### config.mk
export PLATFORM = sky130hd
export DESIGN_NAME = gssl_tx_framer_p
export DESIGN_NICKNAME = d
export VERILOG_FILES = /design/src/rtl/gssl_tx_framer_p.sv
export SDC_FILE = /design/constraint.sdc
export NUM_CORES = 1
export LEC_CHECK = 0
export BUFFER_PORTS_ARGS = -buffer_cell sky130_fd_sc_hd__buf_2
export CAP_MARGIN = 20
export CORE_ASPECT_RATIO = 1.5
export CORE_MARGIN = 2
export CORE_UTILIZATION = 45
export DETAILED_ROUTE_END_ITERATION = 10
export MAX_ROUTING_LAYER = met4
export PLACE_DENSITY_LB_ADDON = 0.05
export SYNTH_ARGS = -nofsm -noshare
export SYNTH_HDL_FRONTEND = slang
export SYNTH_SLANG_ARGS = --single-unit
export TNS_END_PERCENT = 30
### constraint.sdc
create_clock -name GSSL_REFCLK -period 6.4 [get_ports GSSL_REFCLK]
set_input_delay 0.96 -clock GSSL_REFCLK [delete_from_list [all_inputs] [get_ports GSSL_REFCLK]]
set_output_delay 0.96 -clock GSSL_REFCLK [all_outputs]
set_load 0.01 [all_outputs]
### src/rtl/gssl_tx_framer_p.sv
// GSSL serial-link transmit framer: emits SOF / header + DPRAM payload words with
// per-word checksum and SYNC / EOF, with sticky TTC and ATC+status insertions.
module gssl_tx_framer_p #(
    parameter int DATA_BYTES    = 4,
    parameter int ADDR_W        = 8,
    parameter int LEN_W         = 8,
    parameter int IDLE_SYNC_MIN = 1
) (
    input  logic                    GSSL_REFCLK,
    input  logic                    rst_in,
    input  logic                    CHS_CTRL,
    input  logic                    tx_ttc_trigger,
    input  logic                    tx_atc_trigger,
    input  logic [7:0]              tx_atc_status_data,
    input  logic                    tx_data_trigger,
    input  logic [8*DATA_BYTES-1:0] tx_frame_head_data,
    input  logic [LEN_W-1:0]        tx_frame_len,
    input  logic [ADDR_W-1:0]       tx_frame_base,
    input  logic [8*DATA_BYTES-1:0] tx_dpram_q,
    output logic [ADDR_W-1:0]       tx_dpram_raddress,
    output logic                    tx_dpram_rd,
    output logic                    encode_k,
    output logic [7:0]              encode_data,
    output logic                    tx_frame_busy,
    output logic                    tx_frame_done,
    output logic [3:0]              tx_state_debug
);
    localparam int WORD_W = 8 * DATA_BYTES;
    localparam int BW     = (DATA_BYTES > 1) ? $clog2(DATA_BYTES) : 1;
    localparam int WW     = LEN_W + 1;
    localparam logic [3:0]    GAP_MIN   = 4'(IDLE_SYNC_MIN);
    localparam logic [BW-1:0] LAST_BYTE = BW'(DATA_BYTES - 1);

    localparam logic [7:0] K_SOF  = 8'h00;
    localparam logic [7:0] K_EOF  = 8'h01;
    localparam logic [7:0] K_TTC  = 8'h02;
    localparam logic [7:0] K_ATC  = 8'h04;
    localparam logic [7:0] K_SYNC = 8'h05;

    typedef enum logic [3:0] {
        ST_IDLE   = 4'd0, ST_SOF = 4'd1, ST_BYTE = 4'd2, ST_CHS = 4'd3, ST_SYNC = 4'd4,
        ST_EOF    = 4'd5, ST_TTC = 4'd6, ST_ATC  = 4'd7, ST_STATUS = 4'd8
    } state_t;

    // state_q is the character currently on the wire; nxt_q is where the frame resumes.
    state_t              state_q, state_d, nxt_q, nxt_d;
    logic [WW-1:0]       w_q, w_d;
    logic [BW-1:0]       b_q, b_d;
    logic [WORD_W-1:0]   word_q, word_d;
    logic [LEN_W-1:0]    len_q, len_d;
    logic [ADDR_W-1:0]   base_q, base_d;
    logic [3:0]          gap_q, gap_d;
    logic                ttc_pend_q, ttc_pend_d, atc_pend_q, atc_pend_d, trig_q, trig_d;
    logic                k_q, k_d, busy_q, busy_d, done_q, done_d, rd_q, rd_d;
    logic [7:0]          data_q, data_d;
    logic [ADDR_W-1:0]   raddr_q, raddr_d;
    logic [7:0]          chs_sum, byte_sel;
    logic                more_words;

    always_comb begin
        chs_sum = 8'(w_q);
        for (int i = 0; i < DATA_BYTES; i++) begin
            chs_sum = chs_sum + word_q[8*i +: 8];
        end
    end

    assign byte_sel   = 8'(word_q >> {b_q, 3'b000});
    assign more_words = (w_q < {1'b0, len_q});

    always_comb begin
        state_d    = state_q;
        nxt_d      = nxt_q;
        w_d        = w_q;
        b_d        = b_q;
        word_d     = word_q;
        len_d      = len_q;
        base_d     = base_q;
        gap_d      = gap_q;
        ttc_pend_d = ttc_pend_q | tx_ttc_trigger;
        atc_pend_d = atc_pend_q | tx_atc_trigger;
        trig_d     = tx_data_trigger;
        k_d        = 1'b1;
        data_d     = K_SYNC;
        done_d     = 1'b0;
        rd_d       = 1'b0;
        raddr_d    = raddr_q;
        busy_d     = 1'b0;

        if (state_q == ST_ATC) begin
            state_d = ST_STATUS;
            k_d     = 1'b0;
            data_d  = tx_atc_status_data;
        end else if (ttc_pend_q) begin
            state_d    = ST_TTC;
            data_d     = K_TTC;
            ttc_pend_d = tx_ttc_trigger;
        end else if (atc_pend_q) begin
            state_d    = ST_ATC;
            data_d     = K_ATC;
            atc_pend_d = tx_atc_trigger;
        end else begin
            case (nxt_q)
                ST_BYTE: begin
                    state_d = ST_BYTE;
                    k_d     = 1'b0;
                    data_d  = byte_sel;
                    // Fetch the next word early so it is settled by the SYNC character.
                    if (b_q == '0 && more_words) begin
                        rd_d    = 1'b1;
                        raddr_d = base_q + ADDR_W'(w_q);
                    end
                    if (b_q == LAST_BYTE) begin
                        b_d   = '0;
                        nxt_d = ST_CHS;
                    end else begin
                        b_d = b_q + 1'b1;
                    end
                end
                ST_CHS: begin
                    state_d = ST_CHS;
                    k_d     = 1'b0;
                    data_d  = CHS_CTRL ? chs_sum : ~chs_sum;
                    nxt_d   = ST_SYNC;
                end
                ST_SYNC: begin
                    state_d = ST_SYNC;
                    if (more_words) begin
                        word_d = tx_dpram_q;
                        w_d    = w_q + 1'b1;
                        nxt_d  = ST_BYTE;
                    end else begin
                        nxt_d = ST_EOF;
                    end
                end
                ST_EOF: begin
                    state_d = ST_EOF;
                    data_d  = K_EOF;
                    done_d  = 1'b1;
                    gap_d   = '0;
                    nxt_d   = ST_IDLE;
                end
                default: begin
                    if (trig_q && gap_q >= GAP_MIN) begin
                        state_d = ST_SOF;
                        data_d  = K_SOF;
                        word_d  = tx_frame_head_data;
                        len_d   = tx_frame_len;
                        base_d  = tx_frame_base;
                        w_d     = '0;
                        b_d     = '0;
                        nxt_d   = ST_BYTE;
                    end else begin
                        state_d = ST_IDLE;
                        if (gap_q != 4'hF) gap_d = gap_q + 4'd1;
                    end
                end
            endcase
        end

        // Insertions outside a frame leave busy low; inside a frame they keep it high.
        busy_d = (state_d != ST_IDLE);
        if ((state_d == ST_TTC || state_d == ST_ATC || state_d == ST_STATUS) && nxt_q == ST_IDLE)
            busy_d = 1'b0;
    end

    always_ff @(posedge GSSL_REFCLK or posedge rst_in) begin
        if (rst_in) begin
            state_q    <= ST_IDLE;
            nxt_q      <= ST_IDLE;
            w_q        <= '0;
            b_q        <= '0;
            word_q     <= '0;
            len_q      <= '0;
            base_q     <= '0;
            gap_q      <= '0;
            ttc_pend_q <= 1'b0;
            atc_pend_q <= 1'b0;
            trig_q     <= 1'b0;
            k_q        <= 1'b1;
            data_q     <= K_SYNC;
            busy_q     <= 1'b0;
            done_q     <= 1'b0;
            rd_q       <= 1'b0;
            raddr_q    <= '0;
        end else begin
            state_q    <= state_d;
            nxt_q      <= nxt_d;
            w_q        <= w_d;
            b_q        <= b_d;
            word_q     <= word_d;
            len_q      <= len_d;
            base_q     <= base_d;
            gap_q      <= gap_d;
            ttc_pend_q <= ttc_pend_d;
            atc_pend_q <= atc_pend_d;
            trig_q     <= trig_d;
            k_q        <= k_d;
            data_q     <= data_d;
            busy_q     <= busy_d;
            done_q     <= done_d;
            rd_q       <= rd_d;
            raddr_q    <= raddr_d;
        end
    end

    assign encode_k          = k_q;
    assign encode_data       = data_q;
    assign tx_frame_busy     = busy_q;
    assign tx_frame_done     = done_q;
    assign tx_dpram_rd       = rd_q;
    assign tx_dpram_raddress = raddr_q;
    assign tx_state_debug    = state_q;
endmodule

==> summary.txt, run 1 <==
STA
  • Fmax: 269 MHz
  • Final hold viol count: 0
  • Slew Viols, Final: 0
  • RSZ-0062 raised after global routing: no
  • Worst-Margin Slew: 1050 ps
  • Period utilisation layout: 58.2%
  • Final period demand of the worst path: 3720 ps
  • Setup TNS: 0 ps
  • Slew headroom: 30.1%
  • Clock skew: 8.57 ps
  • Worst Slack Setup Final: 2680 ps
  • Hold_ws: 506 ps
  • Setup violators final: 0

Global route
  • Overflow after GRT: 0
  • Largest net degree at the start of global routing: 74
  • Vias in the first global route: 5,099
  • Total GRT Usage: 22.7%
  • Number of antenna violations at the first check in global routing: 0
  • First-pass GRT wire length: 25,300 um

Synthesis
  • Synthesized area per cell: 9.65 um2
  • EDFF count, synth: 0
  • Yosys cell types: 65
  • Synth Flop Type: dfrtp_1
  • Synthesized cell area: 6090 um2
  • Top cell type's share of synthesized area: 37.0%
  • Ys async rst share: 100%
  • Synthesized instance count: 631
  • Sequential area share after synthesis: 38.3%
  • Seq cells post-synth: 93
  • Largest area contributor in the netlist: dfrtp_1
  • YS warnings: 0
  • Top cells by area, synth: dfrtp_1 37%, fa_1 6.9%, inv_1 5.9%, ha_1 5.8%, a31oi_1 3.8%
  • Post-Syn Nets: 774

Drt
  • Remaining DRCs: 0
  • Final WL: 15,700 um
  • Avg WL per Cell: 17.5 um
  • Detailed Routing Iterations Pass 1: 4
  • Total number of vias: 5,042
  • Avg Vias per Cell: 5.63
  • Initial drt markers: 277
  • Antenna Nets Post-Route: 0

Clock tree
  • H-tree levels: 3
  • Clk slew on worst S/H paths: 70 ps
  • Clock buffer depth: 2
  • Total CTS buffers: 9
  • CTS Hold Buffers Added: 0
  • Root Driver: clkbuf_16
  • Worst skew pair latency: 340 ps
  • CTS sink cnt: 93
  • PostCTS Resize Cnt: 0
  • Postcts setup bufs: 0
  • CTS tree: yes

Place
  • GP Congestion: 0.938
  • Hpwl dp: 11,900 um
  • Cell count after placement: 880
  • Worst slack, placed: 2670 ps
  • Port buffer count: 117

Floorplan
  • Die area: 14,500 um2
  • Number of top-level pins: 118
  • Die width: 99 um
  • Site row count: 52
  • Core area: 13,300 um2
  • Die Y-Extent: 147 um
  • Starting Density: 45.7%

Run
  • Max_cap viols: 0

Final layout
  • Area Overhead vs Synth: 16.2%
  • Multi-input logic area: 3270 um2
  • Final net count: 872
  • FILL cells: 1,250
  • Share of cells above drive strength 1: 23.8%
  • Finished Layout Cells: 896
  • Antenna diode count: 0
  • Register Area: 2330 um2

Status
  • Status: finished clean

Worst setup path
  • Req. time, crit path: 6620 ps
  • CP max FO: 7
  • CP arrival: 3940 ps
  • Startpoint types: flip-flop
  • Critical path class: reg -> reg
  • Critical path capture point type: flip-flop

Hold path
  • HP Class: reg -> reg

Power
  • Pleak: 3.41 nW
  • Areal power density over the cells: 608 nW/um2
  • Max VDD drop: 0.430 mV
path summary, 6_finish.rpt:
check / startpoint / endpoint / slack, ps / cells after the start
setup / recovery: w_q[1]$_DFFE_PP0P_ / encode_data[7]$_DFF_PP0_ / 2680 / 13
hold / removal: tx_dpram_raddress[0]$_DFFE_PP0P_ / tx_dpram_raddress[0]$_DFFE_PP0P_ / 510 / 1
min in group asynchronous: rst_in / tx_dpram_raddress[6]$_DFFE_PP0P_ / 570 / 2
setup reg to reg: w_q[1]$_DFFE_PP0P_ / encode_data[7]$_DFF_PP0_ / 2680 / 13
max in group asynchronous: rst_in / word_q[14]$_DFFE_PP0P_ / 4580 / 3
hold reg to reg: tx_dpram_raddress[0]$_DFFE_PP0P_ / tx_dpram_raddress[0]$_DFFE_PP0P_ / 510 / 1
state kept, by name, indices dropped and copies added (netlist names), 2 cells and up:
signal	flops
w_q	9
tx_state_debug	4
encode_data	8
b_q	2
len_q	8
gap_q	4
base_q	8
tx_dpram_raddress	8
word_q	32
nxt_q	3
placed cells by master, fill, tap and decap left out, types with 10 or more instances in the layout:
| cell type | count |
|---|---|
| buf_2 | 117 |
| inv_1 | 95 |
| dfrtp_1 | 90 |
| a31oi_1 | 37 |
| nor2_1 | 35 |
| ha_1 | 28 |
| o21ai_0 | 25 |
| a21oi_1 | 23 |
| o22ai_1 | 23 |
| nand2_1 | 21 |
| fa_1 | 21 |
| and2_1 | 19 |
| xnor2_1 | 17 |
| nand3_1 | 14 |
| o22a_1 | 14 |
| mux2_2 | 14 |
| o211ai_1 | 10 |
per-layer routing:
metal / wire, um / track usage (%)
met1: 6640 / 27.2
met2: 8150 / 39.7
met3: 653 / 3.26
met4: 257 / 6.30
met5: 0 / -
cell usage after synthesis, types with 5 or more instances:
master,number
mux4_2,8
a21oi_1,23
clkbuf_1,27
o21a_1,5
nand3_1,14
ha_1,28
nand2b_1,5
inv_1,96
fa_1,21
mux2_2,14
nor3_1,9
buf_2,6
o21ai_0,25
and2_1,19
nor2_1,35
o22a_1,14
o211ai_1,10
o22ai_1,23
xnor2_1,17
mux2i_1,5
a31oi_1,37
nand2_1,21
dfrtp_1,90
xor2_1,6
nor2b_1,5
and3_1,5
area by class of cell:
type | count | share of cell area [%]
multi-input cells | 407 | 46.2
flip-flops and latches | 93 | 32.9
repair buffers | 122 | 8.80
inverters | 96 | 5.11
clock buffers | 12 | 3.62
well taps | 162 | 2.86
clock inverters | 4 | 0.442
through the flow:
step / power (W) / cell area (um2) / util [%]
2_1_floorplan: 0.00321 / 6090 / -
5_1_grt: 0.00471 / 7080 / 53.1
3_3_place_gp: 0.00373 / 6790 / 50.9
4_1_cts: 0.00435 / 7080 / 53.1
6_report: 0.00430 / 7080 / 53.1
3_5_place_dp: 0.00381 / 6790 / 50.9
critical path, stage by stage (launching register included):
cell,delay (ps)
dfrtp_1,460
inv_1,160
fa_1,580
fa_1,440
fa_1,460
inv_1,70
ha_1,170
inv_1,60
fa_1,400
nand2b_1,160
a21oi_1,230
a31oi_1,140
xnor2_1,180
o21ai_0,90
cell families after synthesis:
family,Yosys count,share of synthesized area (%)
mux,27,6.37
xor+xnor,24,3.68
simple gates,133,11.6
fa+ha+maj,49,12.7
flops,93,38.3
compound gates,174,19.2
buf+inv,131,8.32
power breakdown:
group	switching (W)	internal [W]
Clock	0.000240	0.000287
Sequential	0.000212	0.000821
Combinational	0.00139	0.00135
Total	0.00184	0.00246
Note: power is estimated with default switching activity, not from simulation.
==> run 2, diff against run 1 <==
==> constraint.sdc (replaced) <==
create_clock -name GSSL_REFCLK -period 3.3 [get_ports GSSL_REFCLK]
set_input_delay 0.495 -clock GSSL_REFCLK [delete_from_list [all_inputs] [get_ports GSSL_REFCLK]]
set_output_delay 0.495 -clock GSSL_REFCLK [all_outputs]
set_load 0.01 [all_outputs]
==> run 2 against run 1 <==
Clock power increased by 96%. Wire length is 1.9% higher. Global-route usage is 0.54 points higher. The flow now finishes with violations (setup timing). Combinational power increased by 120%. Non-clock buffer count grew 19. Sequential power up 95%. Register-to-register slack worse by 2700 ps. Cell count rose by 2.1%. Core utilization increased by 1.5 points. Via count increased by 2.3%. Largest power group unchanged. Clock-buffer cell count down 1. First-iteration DRC count is 22% lower.
==> summary.txt, run 2 (same netlist as run 1, synthesis figures left out) <==
Clock tree
  • Worst skew pair latency: 340 ps (about the same)
  • Clk slew on worst S/H paths: 70 ps (about the same)
  • CTS sink cnt: 93 (unchanged)
  • H-tree levels: 3 (unchanged)
  • Clock buffer depth: 2 (unchanged)
  • CTS tree: yes
  • Total CTS buffers: 9 (unchanged)
  • Root Driver: clkbuf_16
  • CTS Hold Buffers Added: 0 (unchanged)

Final layout
  • Antenna diode count: 0 (unchanged)
  • Finished Layout Cells: 915 (+2.1%)
  • Share of cells above drive strength 1: 27.6% (+3.8 points)
  • Finished Core Util: 54.6% (+1.5 points)
  • Largest Register: word_q
  • Final net count: 891 (+2.2%)
  • Largest regs: word_q: 32 flops, w_q: 9 flops
  • Most frequent cells in the layout: 117 x buf_2, 90 x inv_1, 90 x dfrtp_1
  • Area Overhead vs Synth: 19.6%
  • Max reg flops: 32 (unchanged)
  • Most common cell after layout, fill and taps aside: buf_2

Drt
  • Avg WL per Cell: 17.5 um (-0.25%)
  • Remaining DRCs: 0 (unchanged)
  • Antenna Nets Post-Route: 0 (unchanged)
  • Final WL: 16,000 um (+1.9%)
  • Initial drt markers: 215 (-22%)
  • Detailed Routing Iterations Pass 1: 5 (+1)
  • Avg Vias per Cell: 5.64 (+0.18%)
  • Total number of vias: 5,158 (+2.3%)

Global route
  • Overflow after GRT: 0 (unchanged)
  • Met3 Usage GRT: 3.11% (-0.14 points)
  • GRT busiest layer: met2
  • Largest net degree at the start of global routing: 50 (-32%)
  • Met2 usage: 39.3% (-0.41 points)
  • Total GRT Usage: 23.2% (+0.54 points)
  • Met1 usage: 28.7% (+1.5 points)
  • Number of antenna violations at the first check in global routing: 0 (unchanged)
  • Vias in the first global route: 5,218 (+2.3%)
  • First-pass GRT wire length: 26,000 um (+2.7%)

Hold path
  • HP Class: in -> reg

STA
  • Slew Viols, Final: 0 (unchanged)
  • Setup violators final: 1 (+1)
  • Final hold viol count: 0 (unchanged)
  • Fmax: 302 MHz (+13%)
  • Period utilisation layout: 100% (+42 points)
  • Clock skew: 5.21 ps (-3.36 ps)
  • Worst Slack Setup Final: -6.27 ps (-2680 ps)
  • RSZ-0062 raised after global routing: yes
  • Slew headroom: 40.9% (+11 points)
  • Setup TNS: -6.27 ps (-6.27 ps)
  • Final period demand of the worst path: 3310 ps (-417 ps)
  • Hold_ws: 253 ps (-253 ps)
  • Worst-Margin Slew: 886 ps (-160 ps)

Worst setup path
  • Critical path class: reg -> reg
  • CP arrival: 3530 ps (-410 ps)
  • CP Cell Sequence: inv_2 > fa_1 > fa_1 > fa_1 > inv_1 > ha_2 > inv_2 > fa_2 > nand2b_4 > a21oi_4 > a31oi_2 > xnor2_1 > o21ai_1
  • CP max FO: 2 (-5)
  • Most Frequent Cell on Critical Path: fa_1
  • Critical path capture point type: flip-flop
  • Startpoint types: flip-flop
  • Critical Path Slowest Stage Cell: fa_1
  • Worst stage delay on the critical path: 550 ps (-30 ps)
  • Req. time, crit path: 3520 ps (-3100 ps)

Power
  • Areal power density over the cells: 1240 nW/um2 (+100%)
  • Max VDD drop: 0.695 mV (+62%)
  • Pleak: 3.53 nW (+3.6%)

Floorplan
  • Starting Density: 45.7% (unchanged)
  • Site row count: 52 (unchanged)
  • Die Y-Extent: 147 um (unchanged)
  • Number of top-level pins: 118 (unchanged)
  • Die area: 14,500 um2 (unchanged)
  • Die width: 99 um (unchanged)
  • Core area: 13,300 um2 (unchanged)

Run
  • Max_cap viols: 0 (unchanged)

Place
  • Hpwl dp: 12,100 um (+2.0%)
  • Cell count after placement: 898 (+2.0%)
  • GP Congestion: 0.857 (-8.6%)
  • Port buffer count: 117 (unchanged)
  • Worst slack, placed: -44.7 ps (-2710 ps)

Status
  • Status: finished with violations
  • Failing checks: setup timing
run 2: changes by cell type in the layout (fill, tap and decap cells not counted), sizes merged:
| cell | before | now |
|---|---|---|
| buf | 122 | 141 |
| clkbuf | 12 | 11 |
| clkinvlp | 3 | 0 |
| inv | 96 | 95 |
| bufinv | 0 | 1 |
| clkinv | 1 | 5 |
run 2: repair_timing:
| item | in CTS | in global routing |
|---|---|---|
| endpoints found under the setup margin | 5 | 6 |
| pin swaps | 6 | 6 |
| setup buffers | 1 | 0 |
| resized for setup | 7 | 11 |
| gates cloned | 0 | 0 |
run 2: per-layer routing:
layer	part of all wire, %	up-vias
met1	42	2561
met5	0	-
met3	3.9	20
met2	52	132
li1	-	2445
met4	2.1	0
run 2: worst paths after layout:
| path | slack [ps] | cells past startpoint | start | end |
|---|---|---|---|---|
| max | -6 | 13 | word_q[9]$_DFFE_PP0P_ | encode_data[7]$_DFF_PP0_ |
| min | 250 | 1 | tx_data_trigger | trig_q$_DFF_PP0_ |
| max reg2reg | -6 | 13 | word_q[9]$_DFFE_PP0P_ | encode_data[7]$_DFF_PP0_ |
| min reg2reg | 510 | 1 | tx_dpram_raddress[6]$_DFFE_PP0P_ | tx_dpram_raddress[6]$_DFFE_PP0P_ |
| max in group asynchronous | 2250 | 3 | rst_in | encode_data[5]$_DFF_PP0_ |
| min in group asynchronous | 310 | 2 | rst_in | tx_dpram_raddress[5]$_DFFE_PP0P_ |
run 2: critical path, delay by kind of cell, from the launching register on:
family	cells	cell delay, ps
simple gates	1	160
flops	1	370
buf+inv	3	160
compound gates	3	350
xor+xnor	1	180
fa+ha+maj	5	1960
run 2: area by class of cell:
class / instances / area, um2
flip-flops and latches: 93 / 2330
repair buffers: 141 / 778
clock inverters: 5 / 53.8
fillers: 1231 / 6050
clock buffers: 11 / 233
well taps: 162 / 203
multi-input cells: 407 / 3320
inverters: 96 / 362
run 2: where the power goes:
group | total [W] | internal (W) | switching, W
clock network | 0.00103 | 0.000586 | 0.000445
logic | 0.00602 | 0.00297 | 0.00304
registers | 0.00201 | 0.00159 | 0.000415
run 2: through the flow:
step / total power, W / instance area, um2
after floorplan: 0.00636 / 6110
after global placement: 0.00743 / 6950
after detailed placement: 0.00759 / 6950
after CTS: 0.00892 / 7270
after global routing: 0.00995 / 7280
final: 0.00905 / 7280
==> run 3, diff against run 2 <==
--- a/config.mk
+++ b/config.mk
@@ -7,12 +7,16 @@
 export LEC_CHECK = 0
 export BUFFER_PORTS_ARGS = -buffer_cell sky130_fd_sc_hd__buf_2
 export CAP_MARGIN = 20
+export CELL_PAD_IN_SITES_DETAIL_PLACEMENT = 0
+export CELL_PAD_IN_SITES_GLOBAL_PLACEMENT = 1
 export CORE_ASPECT_RATIO = 1.5
 export CORE_MARGIN = 2
-export CORE_UTILIZATION = 45
+export CORE_UTILIZATION = 39
 export DETAILED_ROUTE_END_ITERATION = 10
 export MAX_ROUTING_LAYER = met4
 export PLACE_DENSITY_LB_ADDON = 0.05
+export SETUP_SLACK_MARGIN = 0.4
+export SKIP_CTS_REPAIR_TIMING = 1
 export SYNTH_ARGS = -nofsm -noshare
 export SYNTH_HDL_FRONTEND = slang
 export SYNTH_SLANG_ARGS = --single-unit
==> run 3 against run 2 <==
The run now ends clean. Clock power increased by 7%. Worst setup slack gained 87 ps. Clock-buffer cell count fell by 2. Register-to-register slack better by 90 ps. Via count fell by 3.0%. Wire length grew 0.90%. Cell count rose by 4.0%. First-iteration DRC count down 9.8%. Largest power group unchanged.
==> summary.txt, run 3 (same netlist as run 1, synthesis figures left out) <==
Status
  • Status: finished clean

Worst setup path
  • Critical path capture point type: flip-flop
  • CP max FO: 4 (+2)
  • R2r setup slk: 80 ps (+90 ps)
  • CP Launch Point: w_q[4]$_DFFE_PP0P_
  • Req. time, crit path: 3530 ps (about the same)
  • FF-to-FF path depth: 13 (unchanged)
  • Critical path class: reg -> reg
  • CP arrival: 3450 ps (-80 ps)
  • Critical path endpoint: encode_data[7]$_DFF_PP0_
  • Worst reg2reg endpoint: encode_data[7]$_DFF_PP0_
  • Startpoint types: flip-flop
  • Worst r2r src: w_q[4]$_DFFE_PP0P_

Final layout
  • Most frequent cells in the layout: 117 x buf_2, 90 x dfrtp_1, 89 x inv_1
  • FILL cells: 1,510 (+23%)
  • Antenna diode count: 0 (unchanged)
  • Largest regs: word_q: 32 flops, w_q: 9 flops
  • Max reg flops: 32 (unchanged)
  • Largest Register: word_q
  • Finished Core Util: 47.4% (-7.2 points)
  • Final net count: 887 (-0.45%)
  • Finished Layout Cells: 952 (+4.0%)
  • Area Overhead vs Synth: 20.5%
  • Share of cells above drive strength 1: 27.4% (-0.25 points)
  • Most common cell after layout, fill and taps aside: buf_2

STA
  • Clock skew: 8.83 ps (+3.61 ps)
  • Worst-Margin Slew: 815 ps (-70.7 ps)
  • Slew headroom: 45.3% (+4.4 points)
  • Period utilisation layout: 97.5% (-2.6 points)
  • Hold_ws: 95.3 ps (-158 ps)
  • Slew Viols, Final: 0 (unchanged)
  • Fmax: 311 MHz (+2.7%)
  • Setup TNS: 0 ps (+6.27 ps)
  • Setup violators final: 0 (-1)
  • RSZ-0062 raised after global routing: yes
  • Final hold viol count: 0 (unchanged)
  • Final period demand of the worst path: 3220 ps (-87.3 ps)

Floorplan
  • Starting Density: 39.3% (-6.3 points)
  • Die Y-Extent: 157 um (+7.2%)
  • Number of top-level pins: 118 (unchanged)
  • Die width: 106 um (+7.1%)
  • Die area: 16,700 um2 (+15%)
  • Core area: 15,500 um2 (+16%)
  • Site row count: 56 (+7.7%)

Clock tree
  • Worst skew pair latency: 350 ps (about the same)
  • Root Driver: clkbuf_16
  • Clock buffer depth: 2 (unchanged)
  • Total CTS buffers: 9 (unchanged)
  • H-tree levels: 3 (unchanged)
  • CTS sink cnt: 93 (unchanged)
  • Clk slew on worst S/H paths: 80 ps (about the same)
  • CTS tree: yes

Place
  • GP Congestion: 0.836 (-2.5%)
  • Port buffer count: 117 (unchanged)
  • Cell count after placement: 935 (+4.1%)
  • Hpwl dp: 12,400 um (+2.3%)

Power
  • Pint: 0.00521 W (+1.2%)
  • Areal power density over the cells: 1240 nW/um2 (-0.54%)
  • Share of power burned in the clock network: 12.1% (+0.7 points)
  • Comb power frac: 66.3% (about the same)
  • Total power: 0.00907 W (+0.23%)
  • Register share of total power: 21.6% (-0.6 points)
  • Sw Ratio: 42.5% (-0.56 points)
  • Max VDD drop: 0.843 mV (+21%)
  • Pleak: 3.52 nW (-0.31%)
  • Psw: 0.00386 W (-1.1%)

Run
  • Max_cap viols: 0 (unchanged)

Drt
  • Total number of vias: 5,001 (-3.0%)
  • Remaining DRCs: 0 (unchanged)
  • Detailed Routing Iterations Pass 1: 4 (-1)
  • Antenna Nets Post-Route: 0 (unchanged)
  • Avg WL per Cell: 16.9 um (-3.0%)
  • Initial drt markers: 194 (-9.8%)
  • Avg Vias per Cell: 5.25 (-6.8%)
  • Final WL: 16,100 um (+0.90%)

Global route
  • Largest net degree at the start of global routing: 82 (+64%)
  • First-pass GRT wire length: 26,200 um (+0.82%)
  • Overflow after GRT: 0 (unchanged)
  • Vias in the first global route: 4,956 (-5.0%)
  • Total GRT Usage: 20.9% (-2.4 points)
  • Number of antenna violations at the first check in global routing: 0 (unchanged)

Hold path
  • HP Class: in -> async
## run 3: cell types whose count changed in the layout (fill, tap and decap cells not counted), sizes merged
cell | previous run | this run
clkinvlp | 0 | 1
clkinv | 5 | 2
clkbuf | 11 | 9
buf | 141 | 137
inv | 95 | 99
## run 3: how the worst min path moves through the flow
stage	slack [ps]	start	cells after the start	endpoint
6_report	100	rst_in	2	tx_dpram_raddress[5]$_DFFE_PP0P_
3_3_place_gp	470	rst_in	2	tx_dpram_raddress[5]$_DFFE_PP0P_
3_5_place_dp	470	rst_in	2	tx_dpram_raddress[5]$_DFFE_PP0P_
2_1_floorplan	470	len_q[0]$_DFFE_PP0P_	1	len_q[0]$_DFFE_PP0P_
5_1_grt	100	rst_in	2	tx_dpram_raddress[5]$_DFFE_PP0P_
4_1_cts	90	rst_in	2	tx_dpram_raddress[6]$_DFFE_PP0P_
## run 3: critical path, cell delays in order, from the launching register on
cell     delay, ps
dfrtp_1        350
inv_1          120
fa_1           550
inv_1           50
fa_1           490
inv_1           50
fa_1           490
inv_1           40
ha_1           330
nor2_1         200
a21oi_4         60
a31oi_1        160
xnor2_1        140
o21ai_1         70
## run 3: layout make-up
class / instances / area, um2 / share of cell area (%)
multi-input combinational: 407 / 3330 / 45.4
sequential: 93 / 2330 / 31.8
timing repair buffer: 137 / 748 / 10.2
inverter: 96 / 364 / 4.96
tap: 203 / 254 / 3.46
clock buffer: 9 / 225 / 3.07
clock inverter: 7 / 87.6 / 1.19
## run 3: power groups by stage
stage / sequential, W / combinational, W / clock, W
after floorplan: 0.00186 / 0.00471 / 0
after global placement: 0.00197 / 0.00564 / 0
after detailed placement: 0.00198 / 0.00577 / 0
after CTS: 0.00196 / 0.00579 / 0.00113
after global routing: 0.00204 / 0.00675 / 0.00119
final: 0.00196 / 0.00602 / 0.00110
## run 3: through the flow
step,worst slack (ps),instance area [um2]
after floorplan,82.3,6130
after global placement,54.4,6990
after detailed placement,-0.242,6990
after CTS,-5.85,7300
after global routing,-87.4,7340
final,81.0,7340
## run 3: metal layers
layer  up-vias  track usage (%)  routed length, um
met1      2392             26.4               6800
met4         0             8.65                588
met3        32             2.82                694
met2       134             33.8               8050
met5         -                -                  0
li1       2443                -                  -
